===== config.mk =====
export PLATFORM = sky130hd
export DESIGN_NAME = dbus_timer_flat
export DESIGN_NICKNAME = d
export VERILOG_FILES = /design/src/rtl/dbus_timer_pkg.sv /design/src/rtl/if_dbus.sv /design/src/rtl/dbus_timer_prescaler.sv /design/src/rtl/dbus_timer.sv /design/src/flat_wrapper.sv
export SDC_FILE = /design/constraint.sdc
export NUM_CORES = 1
export LEC_CHECK = 0
export CELL_PAD_IN_SITES_DETAIL_PLACEMENT = 0
export CELL_PAD_IN_SITES_GLOBAL_PLACEMENT = 1
export CORE_MARGIN = 3
export CORE_UTILIZATION = 46
export CTS_CLUSTER_SIZE = 20
export DETAILED_ROUTE_END_ITERATION = 10
export GPL_ROUTABILITY_DRIVEN = 1
export PLACE_DENSITY = 0.87
export REMOVE_ABC_BUFFERS = 1
export SYNTH_ARGS = -nofsm -noshare
export SYNTH_HDL_FRONTEND = slang
export SYNTH_SLANG_ARGS = --single-unit
export TNS_END_PERCENT = 1

===== constraint.sdc =====
create_clock -name clk -period 5 [get_ports clk]
set_input_delay 1.5 -clock clk [delete_from_list [all_inputs] [get_ports clk]]
set_output_delay 1.5 -clock clk [all_outputs]
set_load 0.02 [all_outputs]

===== src/rtl/dbus_timer_pkg.sv =====
// Shared types for the dbus_timer peripheral: register offsets, CTRL/STATUS
// bit positions and the CTRL register layout.
`timescale 1ns/1ps
package dbus_timer_pkg;

  typedef enum logic [1:0] {
    TMR_CTRL    = 2'd0,
    TMR_COUNT   = 2'd1,
    TMR_COMPARE = 2'd2,
    TMR_STATUS  = 2'd3
  } timer_reg_t;

  localparam int unsigned CTRL_EN_BIT       = 0;
  localparam int unsigned CTRL_AR_BIT       = 1;
  localparam int unsigned CTRL_IRQ_EN_BIT   = 2;
  localparam int unsigned CTRL_PRESCALE_LSB = 8;
  localparam int unsigned STAT_MATCH_BIT    = 0;
  localparam int unsigned STAT_OVR_BIT      = 1;

  typedef struct packed {
    logic [7:0] prescale;
    logic [4:0] rsvd;
    logic       irq_en;
    logic       auto_reload;
    logic       en;
  } ctrl_t;

  // Reserved CTRL bits are never stored, so they always read back as zero.
  function automatic ctrl_t ctrl_from_word(input logic [15:0] w);
    ctrl_t c;
    c.prescale    = w[CTRL_PRESCALE_LSB +: 8];
    c.rsvd        = 5'd0;
    c.irq_en      = w[CTRL_IRQ_EN_BIT];
    c.auto_reload = w[CTRL_AR_BIT];
    c.en          = w[CTRL_EN_BIT];
    return c;
  endfunction

  function automatic logic [15:0] status_word(input logic match, input logic ovr);
    logic [15:0] s;
    s                 = 16'h0000;
    s[STAT_MATCH_BIT] = match;
    s[STAT_OVR_BIT]   = ovr;
    return s;
  endfunction

endpackage


===== src/rtl/if_dbus.sv =====
// J1 data bus: word address, single-cycle read/write strobes, write and read data.
`timescale 1ns/1ps
interface if_dbus;
  logic [15:0] adr;
  logic        re;
  logic        we;
  logic [15:0] dat_o;
  logic [15:0] dat_i;

  modport master (output adr, output re, output we, output dat_o, input dat_i);
  modport slave  (input adr, input re, input we, input dat_o, output dat_i);
endinterface


===== src/rtl/dbus_timer_prescaler.sv =====
// Prescaler for dbus_timer: one tick every PRESCALE+1 enabled cycles.
`timescale 1ns/1ps
module timer_prescaler (
  input  logic       clk,
  input  logic       reset,
  input  logic       i_en,
  input  logic       i_clr,
  input  logic [7:0] i_prescale,
  output logic       o_tick
);

  logic [7:0] r_pre;
  logic [7:0] w_pre_nxt;
  logic       w_hit;

  assign w_hit  = (r_pre == i_prescale);
  assign o_tick = i_en & w_hit;

  always_comb begin
    w_pre_nxt = r_pre;
    if (i_clr || !i_en || w_hit) begin
      w_pre_nxt = 8'd0;
    end else begin
      w_pre_nxt = r_pre + 8'd1;
    end
  end

  always_ff @(posedge clk or posedge reset) begin
    if (reset) begin
      r_pre <= 8'd0;
    end else begin
      r_pre <= w_pre_nxt;
    end
  end

endmodule


===== src/rtl/dbus_timer.sv =====
// Memory-mapped 16-bit timer/compare responder on the J1 data bus with a
// registered one-cycle read path and a registered level interrupt.
`timescale 1ns/1ps
module dbus_timer
  import dbus_timer_pkg::*;
#(
  parameter logic [15:0] BASE = 16'h4000
) (
  input  logic  clk,
  input  logic  reset,
  if_dbus.slave dbus,
  output logic  irq
);

  ctrl_t       r_ctrl;
  logic [15:0] r_count;
  logic [15:0] r_compare;
  logic        r_match;
  logic        r_ovr;
  logic [15:0] r_dat_i;
  logic        r_irq;

  ctrl_t       w_ctrl_nxt;
  logic [15:0] w_count_nxt;
  logic [15:0] w_compare_nxt;
  logic        w_match_nxt;
  logic        w_ovr_nxt;
  logic [15:0] w_dat_nxt;
  logic [15:0] w_rd_data;

  logic        w_sel;
  timer_reg_t  w_off;
  logic        w_wr_ctrl;
  logic        w_wr_count;
  logic        w_wr_compare;
  logic        w_wr_status;
  logic        w_tick;
  logic        w_cmp_eq;
  logic        w_match_evt;

  assign w_sel        = (dbus.adr[15:2] == BASE[15:2]);
  assign w_off        = timer_reg_t'(dbus.adr[1:0]);
  assign w_wr_ctrl    = dbus.we & w_sel & (w_off == TMR_CTRL);
  assign w_wr_count   = dbus.we & w_sel & (w_off == TMR_COUNT);
  assign w_wr_compare = dbus.we & w_sel & (w_off == TMR_COMPARE);
  assign w_wr_status  = dbus.we & w_sel & (w_off == TMR_STATUS);

  timer_prescaler u_prescaler (
    .clk        (clk),
    .reset      (reset),
    .i_en       (r_ctrl.en),
    .i_clr      (w_wr_ctrl),
    .i_prescale (r_ctrl.prescale),
    .o_tick     (w_tick)
  );

  // A COUNT write in the tick cycle suppresses both the increment and the compare.
  assign w_cmp_eq    = (r_count == r_compare);
  assign w_match_evt = w_tick & ~w_wr_count & w_cmp_eq;

  always_comb begin
    w_ctrl_nxt = r_ctrl;
    if (w_wr_ctrl) begin
      w_ctrl_nxt = ctrl_from_word(dbus.dat_o);
    end else if (w_match_evt && !r_ctrl.auto_reload) begin
      w_ctrl_nxt.en = 1'b0;
    end else begin
      w_ctrl_nxt = r_ctrl;
    end
  end

  always_comb begin
    w_count_nxt = r_count;
    if (w_wr_count) begin
      w_count_nxt = dbus.dat_o;
    end else if (w_tick) begin
      if (w_cmp_eq) begin
        w_count_nxt = r_ctrl.auto_reload ? 16'h0000 : r_count;
      end else begin
        w_count_nxt = r_count + 16'd1;
      end
    end else begin
      w_count_nxt = r_count;
    end
  end

  // Status flags: a new match beats a same-cycle write-1-to-clear.
  always_comb begin
    w_compare_nxt = r_compare;
    w_match_nxt   = r_match;
    w_ovr_nxt     = r_ovr;
    if (w_wr_compare) begin
      w_compare_nxt = dbus.dat_o;
    end else begin
      w_compare_nxt = r_compare;
    end
    if (w_match_evt) begin
      w_match_nxt = 1'b1;
    end else if (w_wr_status && dbus.dat_o[STAT_MATCH_BIT]) begin
      w_match_nxt = 1'b0;
    end else begin
      w_match_nxt = r_match;
    end
    if (w_match_evt && r_match) begin
      w_ovr_nxt = 1'b1;
    end else if (w_wr_status && dbus.dat_o[STAT_OVR_BIT]) begin
      w_ovr_nxt = 1'b0;
    end else begin
      w_ovr_nxt = r_ovr;
    end
  end

  always_comb begin
    w_rd_data = 16'h0000;
    case (w_off)
      TMR_CTRL:    w_rd_data = r_ctrl;
      TMR_COUNT:   w_rd_data = r_count;
      TMR_COMPARE: w_rd_data = r_compare;
      TMR_STATUS:  w_rd_data = status_word(r_match, r_ovr);
      default:     w_rd_data = 16'h0000;
    endcase
    if (dbus.re && w_sel) begin
      w_dat_nxt = w_rd_data;
    end else begin
      w_dat_nxt = 16'h0000;
    end
  end

  always_ff @(posedge clk or posedge reset) begin
    if (reset) begin
      r_ctrl    <= ctrl_t'(16'h0000);
      r_count   <= 16'h0000;
      r_compare <= 16'h0000;
      r_match   <= 1'b0;
      r_ovr     <= 1'b0;
      r_dat_i   <= 16'h0000;
      r_irq     <= 1'b0;
    end else begin
      r_ctrl    <= w_ctrl_nxt;
      r_count   <= w_count_nxt;
      r_compare <= w_compare_nxt;
      r_match   <= w_match_nxt;
      r_ovr     <= w_ovr_nxt;
      r_dat_i   <= w_dat_nxt;
      r_irq     <= r_match & r_ctrl.irq_en;
    end
  end

  assign dbus.dat_i = r_dat_i;
  assign irq        = r_irq;

endmodule


===== src/flat_wrapper.sv =====
// flat-port wrapper written by rule: the top's interface ports become plain ports
module dbus_timer_flat import dbus_timer_pkg::*;
#(
  parameter logic [15:0] BASE = 16'h4000
)
  (clk, reset, irq, dbus_adr, dbus_re, dbus_we, dbus_dat_o, dbus_dat_i);
  if_dbus dbus_i ();
  input  logic clk;
  input  logic reset;
  output logic irq;
  input wire logic [$bits(dbus_i.adr)-1:0] dbus_adr;
  input wire logic [$bits(dbus_i.re)-1:0] dbus_re;
  input wire logic [$bits(dbus_i.we)-1:0] dbus_we;
  input wire logic [$bits(dbus_i.dat_o)-1:0] dbus_dat_o;
  output wire logic [$bits(dbus_i.dat_i)-1:0] dbus_dat_i;
  assign dbus_i.adr = dbus_adr;
  assign dbus_i.re = dbus_re;
  assign dbus_i.we = dbus_we;
  assign dbus_i.dat_o = dbus_dat_o;
  assign dbus_dat_i = dbus_i.dat_i;
  dbus_timer #(.BASE(BASE)) u_core (.clk(clk), .reset(reset), .dbus(dbus_i), .irq(irq));
endmodule

* After elaboration in Yosys (flattened, before gate mapping)
Index checks and enable logic that the tools add are counted.
** Storage, ports and cells
- Bits in registers :: 70
- Bits of input ports :: 36
- Output and inout bits :: 17
- Word-level logic and storage cells :: 58
** Operators by class
- Add/sub/neg operators :: 2
- Equal/unequal tests :: 7
- Mux-type cells :: 13
- Bitwise gates (word level) :: 10
- Reductions and logical operators :: 15
** Operators with widths (number)
- 16-bit 2-to-1 mux :: 5
- 16-bit case mux with 4 select lines :: 1
- 16-bit by 1-bit adder with 16-bit output, second input constant :: 1
- 16-bit == test :: 1
- 14-bit by 13-bit == test with 1-bit output, second input constant :: 1
- 1-bit bitwise AND :: 9
- 8-bit by 1-bit adder with 8-bit output, second input constant :: 1
- 8-bit == test :: 1
- 8-bit 2-to-1 mux :: 1
- 2-bit nonzero test :: 4
- 1-bit 2-to-1 mux :: 6
- 1-bit logical AND :: 5
- 2-bit == test, second input constant :: 2
- 3-bit by 1-bit != test with 1-bit output, second input constant :: 1
- 2-bit by 1-bit == test with 1-bit output, second input constant :: 1
- 1-bit zero test :: 2
- 2-bit zero test :: 1
- 1-bit logical OR :: 2
- 2-bit AND reduction :: 1
- 1-bit inverter :: 1

* Depth between registers and ports, before layout
- Depth after elaboration :: 9
- Gate-level depth with buffers :: 9
- Depth with buffers taken out :: 7

* By module
From an unflattened synthesis, not the netlist that was laid out.
** Second synthesis, totals
- Cell total of the unflattened synthesis :: 365
- Area total of the unflattened synthesis :: 3876.2 µm²
** By module, submodules not included
- dbus_timer :: instances 1, cells an instance 317, area each 3350.7 µm², seq. area each 1551.5 µm²
- timer_prescaler :: instances 1, cells an instance 48, area each 525.5 µm², seq. area each 200.2 µm²

* Worst setup path after synthesis
Ideal clock, no wire load.
- Path kind :: input to register
- Start :: input port dbus_adr[10]
- End :: register u_core.r_compare[0]
- Setup time :: 125 ps
- Arrival :: 2950 ps
- Data required time :: 4875 ps
- Path slack :: 1925 ps
- Stages :: 5
- Buffers on the path :: 1
- Cells stage by stage :: nor4_1 nand4_1 nor3b_4 buf_6 mux2_2
** On the way
- Cells in the longest elaborated chain, start to end :: 3
** RTL lines
- start: declaration :: line flat_wrapper.sv:11 : input wire logic [$bits(dbus_i.adr)-1:0] dbus_adr;
- 14-bit by 13-bit == test with 1-bit output :: line dbus_timer.sv:41 : assign w_sel = (dbus.adr[15:2] == BASE[15:2]);
- 1-bit bitwise AND (2 in a row) :: line dbus_timer.sv:45 : assign w_wr_compare = dbus.we & w_sel & (w_off == TMR_COMPARE);
- end signal: assignment :: line dbus_timer.sv:141 : r_compare <= w_compare_nxt;
- end: declaration :: line dbus_timer.sv:17 : logic [15:0] r_compare;
No other way between the ends.
A chain may end at the register's enable or synchronous reset.

* Worst setup path in the final report
- Start :: input port dbus_adr[6]
- End :: register u_core.r_dat_i[0] (netlist: u_core.dbus.dat_i[0])
** On the way
- Cells in the longest elaborated chain, start to end :: 3
** RTL lines
- 14-bit by 13-bit == test with 1-bit output :: line dbus_timer.sv:41
- 1-bit logical AND :: line dbus_timer.sv:122 : if (dbus.re && w_sel) begin
- 16-bit 2-to-1 mux :: line dbus_timer.sv:122
- via u_core.w_dat_nxt[0] :: line dbus_timer.sv:28 : logic [15:0] w_dat_nxt;
- end signal: assignment :: line dbus_timer.sv:144 : r_dat_i <= w_dat_nxt;
- end: declaration :: line dbus_timer.sv:20 : logic [15:0] r_dat_i;
The timed path passes the listed nets, and every way through them passes these cells.

==> reports/metrics.cfg <==
[routing]
drc=0
routed_wl_mm=9.941
drt_first_iter_violations=261
wl_per_cell_um=19.19
viasPerCell=5.884
antenna_left=0
drt-pass1-iter-count=5
num_vias=3048

[pwr]
power_density_nw_per_um2=253.2
ir_worst_vdd_mv=0.1179
p_leak_nw=2.079

[die]
dieArea_um2=9253
die_x_um=96.20
io_pins=53
coreArea_um2=7807
row_count=32
start_util_pct=47.93
die_h_um=96.20

[logic_synthesis]
yosysWarnings=0
ys_async_sr_fraction_pct=100.0
ys_seq_area_share_pct=46.81
yosys-top-cells-area=dfrtp_1 47%, mux2_2 6.0%, nor2_1 4.3%
synthesis.area_um2=3742
synth_top_area_share_pct=46.81
syn_area_per_cell_um2=10.42
synth_edf_count=0
synthCells=359
ys_ff_latch=70
yosysTopAreaCell=dfrtp_1
yosysMostFrequentCell=dfrtp_1
synth.cells.most_frequent=70 x dfrtp_1, 43 x nor2_1, 26 x a21oi_1
yosysUniqueCellTypes=45
yosys_most_used_dff=dfrtp_1

[timing]
hold_violations=0
period_needed_ns=3.424
fin_tns_setup_ns=0
rsz0062_at_grt=no
relSlewSlack_pct=34.30
hold_slack_ns=0.4909
period_share_pct=68.48
tightestPinTransition_ns=0.9825
finClkSkew_ns=0.009946
max_freq_mhz=292.1
setup_viol=0
drv_slew=0

[global_routing]
grt-ovfl-total=0
grt_pass1_wl_mm=15.60
antenna_found_initial=0
grt_max_degree=57
grt_pass1_vias=2976
track_usage_pct=22.95

[worst_setup_path]
required_ns=5.24
reg2regPathDepth=7
crit_fanout=16
crit_type=primary input to flip-flop
startpoint_type=primary input
rr_endpoint=u_core.r_count[1]
endpoint_kind=flip-flop
cp.arrival_ns=3.67
worstReg2RegStart=u_core.r_count[6]
setup.reg_to_reg.worst_slack_ns=2.08

[cts]
clock_path_buffers=2
cts.repair.resized=0
cts.htree.levels=3
clock_latency_ns=0.35
root_buffer=clkbuf_8
clkTransAtPathRegs_ns=0.07
cts_hold_buf=0
cts_setup_buffers=0
cts_made_buffers=9
cts_tree=yes
cts.sinks=70

[layout]
area_delta_synth_final_pct=22.17
fin_cells=518
drive_gt1_share_pct=13.70
final_util_pct=58.56
nNetsFinal=450
n_antenna_cell=0
register_area_um2=1752
fill_cells=688
multi_input_area_um2=1827

[min_path]
hold-path-cell-count=2
hold_path_end=u_core.r_ovr
hold_path.class=flip-flop to flip-flop
min_from=u_core.r_ovr

[placed_design]
gp_congestion=0.8303
hpwlAfterDp_mm=6.823
dp_cells=503
portBuffers=52

[status]
status=completed

[run]
drv_cap=0

-- per-layer routing --
metal  global-route usage [%]  part of all wire, %
met2                    36.57                   48
met5                        0                    0
met4                    9.242                  2.3
met3                    4.457                  6.9
met1                    30.66                   43
-- flip-flops by register name, summed over array words and instances (netlist names) --
signal / cells
u_core.dbus.dat_i: 16
u_core.r_compare: 16
u_core.r_count: 16
u_core.r_ctrl: 11
u_core.u_prescaler.r_pre: 8
u_core.irq: 1
u_core.r_match: 1
u_core.r_ovr: 1
-- power by group --
group / internal, mW / leakage [nW] / switching [mW]
Clock: 0.304 / 0.115 / 0.214
Combinational: 0.0359 / 1.05 / 0.0375
Sequential: 0.566 / 0.916 / 0.000554
-- metrics by stage --
step	worst slack (ns)	instance area (um^2)	power, mW
after CTS	1.608	4572	1.168
after detailed placement	1.241	4350	0.6513
after global routing	1.434	4572	1.197
after floorplan	1.732	3635	0.6004
final	1.576	4572	1.158
after global placement	1.311	4350	0.6503
-- how the worst max path moves through the flow --
stage          cells after the start                     to   startpoint
2_1_floorplan                      1   u_core.dbus.dat_i[0]        reset
3_3_place_gp                       5  u_core.dbus.dat_i[11]  dbus_adr[6]
3_5_place_dp                       7      u_core.r_count[2]  dbus_adr[6]
4_1_cts                            7      u_core.r_count[2]  dbus_adr[6]
5_1_grt                            7      u_core.r_count[2]  dbus_adr[6]
6_report                           5   u_core.dbus.dat_i[0]  dbus_adr[6]
-- cell families (layout without fill, tap and decap cells) --
| logic type | after synthesis | in the layout | synth area share, % |
|---|---|---|---|
| AOI/OAI and AO/OA | 66 | 66 | 11.67 |
| xor gates and xnor gates | 30 | 30 | 7.222 |
| adders and majority gates | 2 | 2 | 0.6686 |
| buffers and inverters | 34 | 91 | 4.379 |
| DFF | 70 | 70 | 46.81 |
| muxes | 38 | 38 | 11.70 |
| and+or+nand+nor | 119 | 119 | 17.55 |
-- critical path: stages --
cell	delay, ns
clkdlybuf4s50_1	0.44
nor4_1	0.28
and4b_1	0.27
nand4_1	0.78
nor2b_1	0.38
-- cells in the final DEF, fill, tap and decap left out, types with 2 or more instances in the layout --
master	n
clkdlybuf4s50_1	52
a21oi_1	26
bufinv_16	2
o21ai_1	2
ha_1	2
xnor2_1	16
nand2_1	12
inv_1	14
o22ai_1	9
xor2_1	13
nand4_1	8
mux2_1	6
and4_1	2
dfrtp_1	70
and3_1	6
and2_1	4
buf_4	9
nor4_1	8
a22oi_1	15
nand3_1	11
mux2i_1	10
nor2b_1	6
clkbuf_8	11
a21o_1	2
o21ai_0	6
nor4_4	2
mux2_2	20
mux4_2	2
clkinv_2	2
a221oi_2	2
nor3_1	9
nor2_1	43
-- cell type report --
class | count | area share (%)
Clock inverter | 4 | 1.533
Sequential cell | 70 | 38.31
Timing Repair Buffer | 61 | 12.86
Multi-Input combinational cell | 255 | 39.96
Tap cell | 102 | 2.791
Inverter | 15 | 1.232
Clock buffer | 11 | 3.311
Power figures use the tool's default switching activity.
